[src/rtl/tohost_ctrl_pkg.sv]
// Shared definitions for the tohost controller: register word offsets,
// STATUS bit positions, run-state encodings and the STATUS packing helper.
package tohost_ctrl_pkg;

  localparam logic [1:0] REG_TOHOST  = 2'd0;
  localparam logic [1:0] REG_CONSOLE = 2'd1;
  localparam logic [1:0] REG_CYCLE   = 2'd2;
  localparam logic [1:0] REG_STATUS  = 2'd3;

  localparam int STATUS_DONE    = 0;
  localparam int STATUS_PASS    = 1;
  localparam int STATUS_TIMEOUT = 2;
  localparam int STATUS_FULL    = 3;
  localparam int STATUS_EMPTY   = 4;

  typedef enum logic [1:0] {
    ST_RUN     = 2'd0,
    ST_DONE    = 2'd1,
    ST_TIMEOUT = 2'd2
  } run_state_e;

  function automatic logic [31:0] status_word(input logic done, input logic pass,
                                              input logic timeout, input logic full,
                                              input logic empty);
    logic [31:0] w_word;
    w_word                 = '0;
    w_word[STATUS_DONE]    = done;
    w_word[STATUS_PASS]    = pass;
    w_word[STATUS_TIMEOUT] = timeout;
    w_word[STATUS_FULL]    = full;
    w_word[STATUS_EMPTY]   = empty;
    return w_word;
  endfunction

endpackage

[src/rtl/tohost_ctrl_if.sv]
// Request/response bus between a test harness master and the tohost controller.
interface tohost_ctrl_if;
  logic        req_valid;
  logic        req_ready;
  logic        req_we;
  logic [3:0]  req_addr;
  logic [31:0] req_wdata;
  logic        rsp_valid;
  logic [31:0] rsp_rdata;

  modport master (output req_valid, req_we, req_addr, req_wdata,
                  input  req_ready, rsp_valid, rsp_rdata);
  modport slave  (input  req_valid, req_we, req_addr, req_wdata,
                  output req_ready, rsp_valid, rsp_rdata);
endinterface

[src/rtl/tohost_fifo.sv]
// Synchronous FIFO with power-of-two depth; the head reads as zero when empty
// so downstream data lines sit at a known value out of reset.
module tohost_fifo #(
  parameter int DEPTH = 8,
  parameter int WIDTH = 8
) (
  input  logic                     clk,
  input  logic                     rst_n,
  input  logic                     i_push,
  input  logic [WIDTH-1:0]         i_data,
  input  logic                     i_pop,
  output logic [WIDTH-1:0]         o_data,
  output logic                     o_full,
  output logic                     o_empty,
  output logic [$clog2(DEPTH):0]   o_count
);

  localparam int AW = $clog2(DEPTH);

  logic [WIDTH-1:0] r_mem [DEPTH];
  logic [AW-1:0]    r_wr_ptr;
  logic [AW-1:0]    r_rd_ptr;
  logic [AW:0]      r_count;
  logic             w_push_ok;
  logic             w_pop_ok;

  assign o_full    = (r_count == (AW+1)'(DEPTH));
  assign o_empty   = (r_count == '0);
  assign o_count   = r_count;
  assign o_data    = o_empty ? '0 : r_mem[r_rd_ptr];
  assign w_push_ok = i_push && !o_full;
  assign w_pop_ok  = i_pop && !o_empty;

  always_ff @(posedge clk) begin
    if (w_push_ok) r_mem[r_wr_ptr] <= i_data;
  end

  always_ff @(posedge clk or negedge rst_n) begin
    if (!rst_n) begin
      r_wr_ptr <= '0;
      r_rd_ptr <= '0;
      r_count  <= '0;
    end else begin
      if (w_push_ok) r_wr_ptr <= r_wr_ptr + 1'b1;
      if (w_pop_ok)  r_rd_ptr <= r_rd_ptr + 1'b1;
      case ({w_push_ok, w_pop_ok})
        2'b10:   r_count <= r_count + 1'b1;
        2'b01:   r_count <= r_count - 1'b1;
        default: r_count <= r_count;
      endcase
    end
  end

endmodule

[src/rtl/tohost_ctrl.sv]
// Test-harness tohost controller: pass/fail capture, cycle watchdog and an
// optional console byte FIFO enabled by defining TOHOST_CONSOLE_EN.
module tohost_ctrl
  import tohost_ctrl_pkg::*;
#(
  parameter int TIMEOUT_LOG2 = 20,
  parameter int FIFO_DEPTH   = 8
) (
  input  logic                clk,
  input  logic                rst_n,
  tohost_ctrl_if.slave        bus,
  output logic                done_o,
  output logic                pass_o,
  output logic [30:0]         fail_num_o,
  output logic                timeout_o,
  output logic [31:0]         cycle_o,
  output logic                char_valid_o,
  output logic [7:0]          char_data_o,
  input  logic                char_ready_i
);

  run_state_e  r_state;
  run_state_e  w_state_next;
  logic [31:0] r_cycle;
  logic [31:0] r_tohost;
  logic        r_pass;
  logic [30:0] r_fail_num;
  logic        r_rsp_valid;
  logic [31:0] r_rsp_rdata;

  logic [1:0]  w_reg;
  logic        w_accept;
  logic        w_tohost_wr;
  logic        w_console_wr;
  logic        w_done_hit;
  logic        w_wd_hit;
  logic [31:0] w_cycle_next;
  logic [31:0] w_rdata;
  logic        w_fifo_full;
  logic        w_fifo_empty;
  logic [31:0] w_console_free;
  logic        w_unused_addr;

  assign w_reg         = bus.req_addr[3:2];
  assign w_unused_addr = ^bus.req_addr[1:0];
  assign w_accept      = bus.req_valid && bus.req_ready;
  assign w_tohost_wr   = w_accept && bus.req_we && (w_reg == REG_TOHOST);
  assign w_console_wr  = w_accept && bus.req_we && (w_reg == REG_CONSOLE);
  assign w_done_hit    = w_tohost_wr && bus.req_wdata[0];
  // Watchdog looks at the value the counter is about to take, so timeout_o
  // rises together with the counter bit and the count freezes on that value.
  assign w_cycle_next  = r_cycle + 32'd1;
  assign w_wd_hit      = w_cycle_next[TIMEOUT_LOG2];

`ifdef TOHOST_CONSOLE_EN
  logic [$clog2(FIFO_DEPTH):0] w_fifo_count;

  tohost_fifo #(.DEPTH(FIFO_DEPTH), .WIDTH(8)) u_fifo (
    .clk     (clk),
    .rst_n   (rst_n),
    .i_push  (w_console_wr),
    .i_data  (bus.req_wdata[7:0]),
    .i_pop   (char_ready_i),
    .o_data  (char_data_o),
    .o_full  (w_fifo_full),
    .o_empty (w_fifo_empty),
    .o_count (w_fifo_count)
  );

  assign char_valid_o   = !w_fifo_empty;
  assign w_console_free = 32'(FIFO_DEPTH) - 32'(w_fifo_count);
  // A console push against a full FIFO stalls even if a pop happens this cycle.
  assign bus.req_ready  = !(bus.req_valid && bus.req_we &&
                            (w_reg == REG_CONSOLE) && w_fifo_full);
`else
  logic w_unused_console;

  assign w_unused_console = char_ready_i ^ w_console_wr;
  assign w_fifo_full      = 1'b0;
  assign w_fifo_empty     = 1'b1;
  assign w_console_free   = '0;
  assign char_valid_o     = 1'b0;
  assign char_data_o      = '0;
  assign bus.req_ready    = 1'b1;
`endif

  always_ff @(posedge clk or negedge rst_n) begin
    if (!rst_n) r_state <= ST_RUN;
    else        r_state <= w_state_next;
  end

  // A done write beats a simultaneous watchdog expiry; both end states are terminal.
  always_comb begin
    w_state_next = r_state;
    case (r_state)
      ST_RUN: begin
        if (w_done_hit)    w_state_next = ST_DONE;
        else if (w_wd_hit) w_state_next = ST_TIMEOUT;
      end
      default: w_state_next = r_state;
    endcase
  end

  always_comb begin
    w_rdata = '0;
    case (w_reg)
      REG_TOHOST:  w_rdata = r_tohost;
      REG_CONSOLE: w_rdata = w_console_free;
      REG_CYCLE:   w_rdata = r_cycle;
      REG_STATUS:  w_rdata = status_word(done_o, pass_o, timeout_o,
                                         w_fifo_full, w_fifo_empty);
      default:     w_rdata = '0;
    endcase
  end

  always_ff @(posedge clk or negedge rst_n) begin
    if (!rst_n) begin
      r_cycle     <= '0;
      r_tohost    <= '0;
      r_pass      <= 1'b0;
      r_fail_num  <= '0;
      r_rsp_valid <= 1'b0;
      r_rsp_rdata <= '0;
    end else begin
      if (r_state == ST_RUN) r_cycle <= w_cycle_next;
      if (r_state == ST_RUN && w_tohost_wr) r_tohost <= bus.req_wdata;
      if (r_state == ST_RUN && w_done_hit) begin
        r_pass     <= (bus.req_wdata == 32'd1);
        r_fail_num <= bus.req_wdata[31:1];
      end
      r_rsp_valid <= w_accept;
      r_rsp_rdata <= (w_accept && !bus.req_we) ? w_rdata : '0;
    end
  end

  assign bus.rsp_valid = r_rsp_valid;
  assign bus.rsp_rdata = r_rsp_rdata;
  assign done_o        = (r_state == ST_DONE);
  assign timeout_o     = (r_state == ST_TIMEOUT);
  assign pass_o        = r_pass;
  assign fail_num_o    = r_fail_num;
  assign cycle_o       = r_cycle;

endmodule
[src/flat_wrapper.sv]
// flat-port wrapper written by rule: the top's interface ports become plain ports
module tohost_ctrl_flat import tohost_ctrl_pkg::*;
#(
  parameter int TIMEOUT_LOG2 = 20,
  parameter int FIFO_DEPTH   = 8
)
  (clk, rst_n, done_o, pass_o, fail_num_o, timeout_o, cycle_o, char_valid_o, char_data_o, char_ready_i, bus_req_valid, bus_req_we, bus_req_addr, bus_req_wdata, bus_req_ready, bus_rsp_valid, bus_rsp_rdata);
  tohost_ctrl_if bus_i ();
  input  logic clk;
  input  logic rst_n;
  output logic done_o;
  output logic pass_o;
  output logic [30:0] fail_num_o;
  output logic timeout_o;
  output logic [31:0] cycle_o;
  output logic char_valid_o;
  output logic [7:0] char_data_o;
  input  logic char_ready_i;
  input wire logic [$bits(bus_i.req_valid)-1:0] bus_req_valid;
  input wire logic [$bits(bus_i.req_we)-1:0] bus_req_we;
  input wire logic [$bits(bus_i.req_addr)-1:0] bus_req_addr;
  input wire logic [$bits(bus_i.req_wdata)-1:0] bus_req_wdata;
  output wire logic [$bits(bus_i.req_ready)-1:0] bus_req_ready;
  output wire logic [$bits(bus_i.rsp_valid)-1:0] bus_rsp_valid;
  output wire logic [$bits(bus_i.rsp_rdata)-1:0] bus_rsp_rdata;
  assign bus_i.req_valid = bus_req_valid;
  assign bus_i.req_we = bus_req_we;
  assign bus_i.req_addr = bus_req_addr;
  assign bus_i.req_wdata = bus_req_wdata;
  assign bus_req_ready = bus_i.req_ready;
  assign bus_rsp_valid = bus_i.rsp_valid;
  assign bus_rsp_rdata = bus_i.rsp_rdata;
  tohost_ctrl #(.TIMEOUT_LOG2(TIMEOUT_LOG2), .FIFO_DEPTH(FIFO_DEPTH)) u_core (.clk(clk), .rst_n(rst_n), .bus(bus_i), .done_o(done_o), .pass_o(pass_o), .fail_num_o(fail_num_o), .timeout_o(timeout_o), .cycle_o(cycle_o), .char_valid_o(char_valid_o), .char_data_o(char_data_o), .char_ready_i(char_ready_i));
endmodule
[config.mk]
export PLATFORM = sky130hd
export DESIGN_NAME = tohost_ctrl_flat
export DESIGN_NICKNAME = d
export VERILOG_FILES = /design/src/rtl/tohost_ctrl_pkg.sv /design/src/rtl/tohost_ctrl_if.sv /design/src/rtl/tohost_fifo.sv /design/src/rtl/tohost_ctrl.sv /design/src/flat_wrapper.sv
export SDC_FILE = /design/constraint.sdc
export NUM_CORES = 1
export LEC_CHECK = 0
export ABC_AREA = 1
export CAP_MARGIN = 10
export CORE_ASPECT_RATIO = 1.75
export CORE_MARGIN = 1
export CORE_UTILIZATION = 35
export DETAILED_ROUTE_END_ITERATION = 8
export GPL_TIMING_DRIVEN = 1
export PLACE_DENSITY = 0.61
export SYNTH_ARGS = -nofsm -noshare
export SYNTH_HDL_FRONTEND = slang
export SYNTH_HIERARCHICAL = 1
export SYNTH_SLANG_ARGS = --single-unit
[constraint.sdc]
create_clock -name clk -period 2.1 [get_ports clk]
set_input_delay 0.42 -clock clk [delete_from_list [all_inputs] [get_ports clk]]
set_output_delay 0.42 -clock clk [all_outputs]
set_load 0.03 [all_outputs]
---- Word level (Yosys, flattened, before mapping) ----
Cells that the tools add are included.
cells by class
  add/sub/neg operators ................... 1
  reductions and logical operators ........ 11
  equal/unequal tests ..................... 6
  multiplexer cells ....................... 4
operators with widths
  kind                     count
  $pmux W32 S4             1
  $add A32 B1 Y32 const B  1
  $eq A32 B1 Y1 const B    1
  $mux W32                 1
  $eq A2 B2 Y1 const B     3
  $logic_and A1 B1 Y1      6
  $eq A2 B1 Y1 const B     2
  $logic_not A2 Y1         2
  $mux W2                  2
  $reduce_and A2 Y1        1
  $reduce_bool A2 Y1       1
  $logic_not A1 Y1         1
word-level totals
  register bits ........................... 131
  logic and storage cells ................. 29

---- Depth between registers and ports, before layout ----
  word-level depth ........................ 5
  depth in mapped cells ................... 11
  gate-level depth less buffers ........... 11

---- Worst setup path before layout ----
OpenSTA, ideal clock, no wires.
  path type ............................... register to register
  start ................................... reg u_core.r_cycle[0] (netlist: u_core/cycle_o[0])
  end ..................................... reg u_core.r_cycle[22] (netlist: u_core/cycle_o[22])
  cell stages (with the launch flop) ...... 9
  required time ........................... 1.987 ns
  data arrival time ....................... 1.496 ns
  slack ................................... 0.491 ns
  clock period less this slack ............ 1.609 ns
  cells stage by stage .................... dfrtp_1 -> ha_1 -> nand3_2 -> nor2_4 -> nand2_2 -> nor2_1 -> nand3_1 -> nand2_1 -> inv_1
between the ends
  cells in the longest elaborated chain, start to end .. 1
ends and longest elaborated chain
  what                    line                source
  start, declared         tohost_ctrl.sv:24   logic [31:0] r_cycle;
  start signal, assigned  tohost_ctrl.sv:125  if (r_state == ST_RUN) r_cycle <= w_cycle_next;
  $add A32 B1 Y32         tohost_ctrl.sv:52   assign w_cycle_next = r_cycle + 32'd1;
No other way between the ends.
A chain may end at the register's enable or synchronous reset.

---- Final worst setup path ----
  start ................................... reg u_core.r_cycle[9] (netlist: u_core/cycle_o[9])
  end ..................................... out cycle_o[9]
RTL lines
  what           line                source
  end, declared  flat_wrapper.sv:15  output logic [31:0] cycle_o;
No word-level cell between the ends.

==> out/metrics.csv <==
stage,metric,value,unit
synth,total of warnings raised by yosys,6,
power,maximum vdd drop,0.4258,mV
detailed_routing,detailed-route wire length on metal 1,6671,µm
setup_path,slowest CP cell,clkdlybuf4s50_1,
timing,peak clock frequency supported by timing,0.4895,GHz
setup_path,kind of start point of the critical path,flip-flop,
layout,multi-input gate area in the final layout,2317,µm²
timing,final worst-path cycle share,97.28,%
layout,Total Nets Final,913,
job,# Max-Cap Violations,0,
detailed_routing,via total after detailed routing,5086,
die,floorplan row count,63,
timing,worst clock skew,0.009486,ns
timing,fin. max-slew vios,0,
detailed_routing,number of design rule violations left after detail routing,0,
cts,register clock-pin slew on the reported worst setup and hold paths,0.06,ns
synth,ys async rst share,100.0,%
layout,final standard cell count with taps included and fillers excluded,1111,
grt,maximum number of pins on one net before global-route repair,64,
timing,final setup fails,0,
die,overall die height,175.9,µm
layout,Sequential cell area,3278,µm²
detailed_routing,Initial DRT Pass Iterations,6,
setup_path,CP top delay family,buffers and inverters,
die,starting utilization of the core area,35.69,%
synth,Yosys cell types,29,
grt,global-route wire length before repair,26710,µm
detailed_routing,overall routed net length,16910,µm
synth,syn_area_per_cell,8.308,µm²
setup_path,max incr delay on CP,0.72,ns
power,power per cell area,724.2,nW/µm²
synth,Main synth FF type,dfrtp_1,
cts,CTS tree,done,
detailed_routing,routed length per placed instance,15.22,µm
run_status,result of the run,completed,
worst_hold_path,worst min path class,in -> async,
synth,sequential element share of the synthesized area,54.20,%
detailed_routing,routed length on met2,8972,µm
cts,clock latency at the later pin of the worst-skew pair,0.41,ns
layout,layout overhead on the synthesized area,38.31,%
die,full die area,17830,µm²
synth,cell count after synthesis,728,
setup_path,largest fanout on the critical path,5,
cts,largest buffer count on any clock path,2,
detailed_routing,DR iter-0 viols,233,
grt,"Remaining Overflow, GRT",0,
cts,htree depth,4,
detailed_routing,number of nets still failing antenna checks after routing,0,
setup_path,endpoint kind of the worst setup timing path,primary output,
cts,number of CTS-inserted buffers,17,
cts,Root Driver,clkbuf_16,
layout,ant diodes,0,
synth,post-synthesis cell area,6048,µm²
setup_path,CP Data Required Time,1.68,ns
setup_path,critical path cell sequence,clkdlybuf4s50_1,
grt,vias in the first global route,4993,
timing,setup repair after global routing missed its margin,false,
layout,fraction of final layout cells with drive strength greater than 1,9.842,%
setup_path,Bufs and invs on worst path,1,
layout,number of fill cells in the layout,1647,
die,total I/O pin count,150,
grt,number of antenna violations at the first check in global routing,0,
grt,total track usage,20.32,%
die,Floorplan Core Area,16950,µm²
placement,DP HPWL,12690,µm
detailed_routing,met3 wire len,483,µm
placement,routability congestion estimate,0.8879,
synth,flip-flop and latch count after synthesis,131,
detailed_routing,mean number of vias per cell,4.578,
placement,instance count after placement with tap cells included,1078,
timing,total count of hold-check failures in the final report,0,
placement,port buffer count,136,
synth,Post-synth EDFFs,0,
die,x dimension of the die,101.4,µm
timing,Final min period,2.043,ns
setup_path,arrival time at the worst endpoint,1.62,ns
timing,setup TNS,0,ns
power,leak pwr,3.873,nW
cts,clock sink count,131,
detailed_routing,top metal layer carrying routed signals,met4,
setup_path,kind of critical path,reg -> out,
routing by layer:
layer | vias up | GRT usage, %
met5 | - | 0
met3 | 38 | 3.542
li1 | 2526 | -
met4 | 0 | 11.53
met2 | 142 | 35.15
met1 | 2380 | 23.24
state kept, by name (all words and copies together), names as in the netlist:
signal                cells
u_core/bus.rsp_rdata     32
u_core/bus.rsp_valid      1
u_core/cycle_o           32
u_core/fail_num_o        31
u_core/pass_o             1
u_core/r_state            2
u_core/r_tohost          32
worst paths after layout:
kind	depth (start not counted)	slack [ns]	to	start
min in group clk	2	0.48	u_core/fail_num_o[1]	u_core/fail_num_o[1]
worst min-delay path	2	0.48	u_core/fail_num_o[9]	rst_n
worst max register to register	8	0.35	u_core/cycle_o[18]	u_core/cycle_o[0]
max in group asynchronous	3	1.05	u_core/cycle_o[8]	rst_n
worst max-delay path	1	0.06	cycle_o[9]	u_core/cycle_o[9]
worst min register to register	2	0.48	u_core/fail_num_o[1]	u_core/fail_num_o[1]
logic make-up after synthesis:
group           Yosys count  share of synthesized area (%)
buf+inv                 106                          8.026
other cells               2                         0.1242
flops                   131                          54.20
compound gates           96                          9.516
xor+xnor                 16                          2.317
simple gates            376                          25.61
fa+ha+maj                 1                         0.2068
what timing repair did:
action / 4_1_cts / 5_1_grt
setup endpoints to repair: 2 / 4
gates cloned: 0 / 0
gates resized for setup: 2 / 4
hold buffers: 1 / 0
pin swaps: 0 / 0
hold endpoints to repair: 36 / 0
setup buffers: 0 / 0
per-stage QoR:
step           area (µm²)  utilization (%)  total power [mW]  hold WS, ns  setup WS (ns)
2_1_floorplan        6078                -             2.702       0.1244         0.4906
3_3_place_gp         7697            45.42             2.874       0.3467        0.08559
3_5_place_dp         7697            45.42             2.875       0.3500        0.06263
4_1_cts              8356            49.30             6.127       0.4658        0.01471
5_1_grt              8366            49.36             6.256       0.4948      0.0008514
6_report             8366            49.36             6.058       0.4766        0.05717
cell usage after synthesis, drive strengths merged, types with 6 or more instances:
master / number / area (µm²)
nand2: 277 / 1047
nor2: 63 / 274.0
inv: 72 / 270.3
xor2: 9 / 78.83
nor3: 6 / 30.03
xnor2: 7 / 61.31
o21ai: 64 / 410.4
nand3b: 10 / 75.07
clkbuf: 14 / 52.55
dfrtp: 131 / 3278
nand4: 6 / 37.54
a21oi: 29 / 145.1
nand3: 12 / 70.07
buf: 20 / 162.6
report_power, final:
part / internal [mW] / switching (mW)
sequential: 2.53 / 0.00389
combinational: 0.108 / 0.181
clock: 2.07 / 1.16
total: 4.71 / 1.35
placed cells by master (no fill, tap or decap), types with 9 or more instances in the layout:
cell type / n
clkbuf_16: 17
a21oi_1: 29
dfrtp_1: 131
nand3b_1: 10
nor2_1: 56
clkdlybuf4s50_1: 129
conb_1: 10
o21ai_0: 33
xor2_1: 9
nand3_1: 10
nand2_1: 273
o21ai_2: 24
inv_1: 70
cell type report:
cell class / instances / share of cell area (%)
flip-flops and latches: 131 / 39.19
multi-input cells: 499 / 27.70
repair buffers: 150 / 18.71
clock buffers: 19 / 5.414
well taps: 227 / 3.395
inverters: 72 / 3.231
clock inverters: 13 / 2.363
No activity file was read; power rests on OpenSTA's default activity.
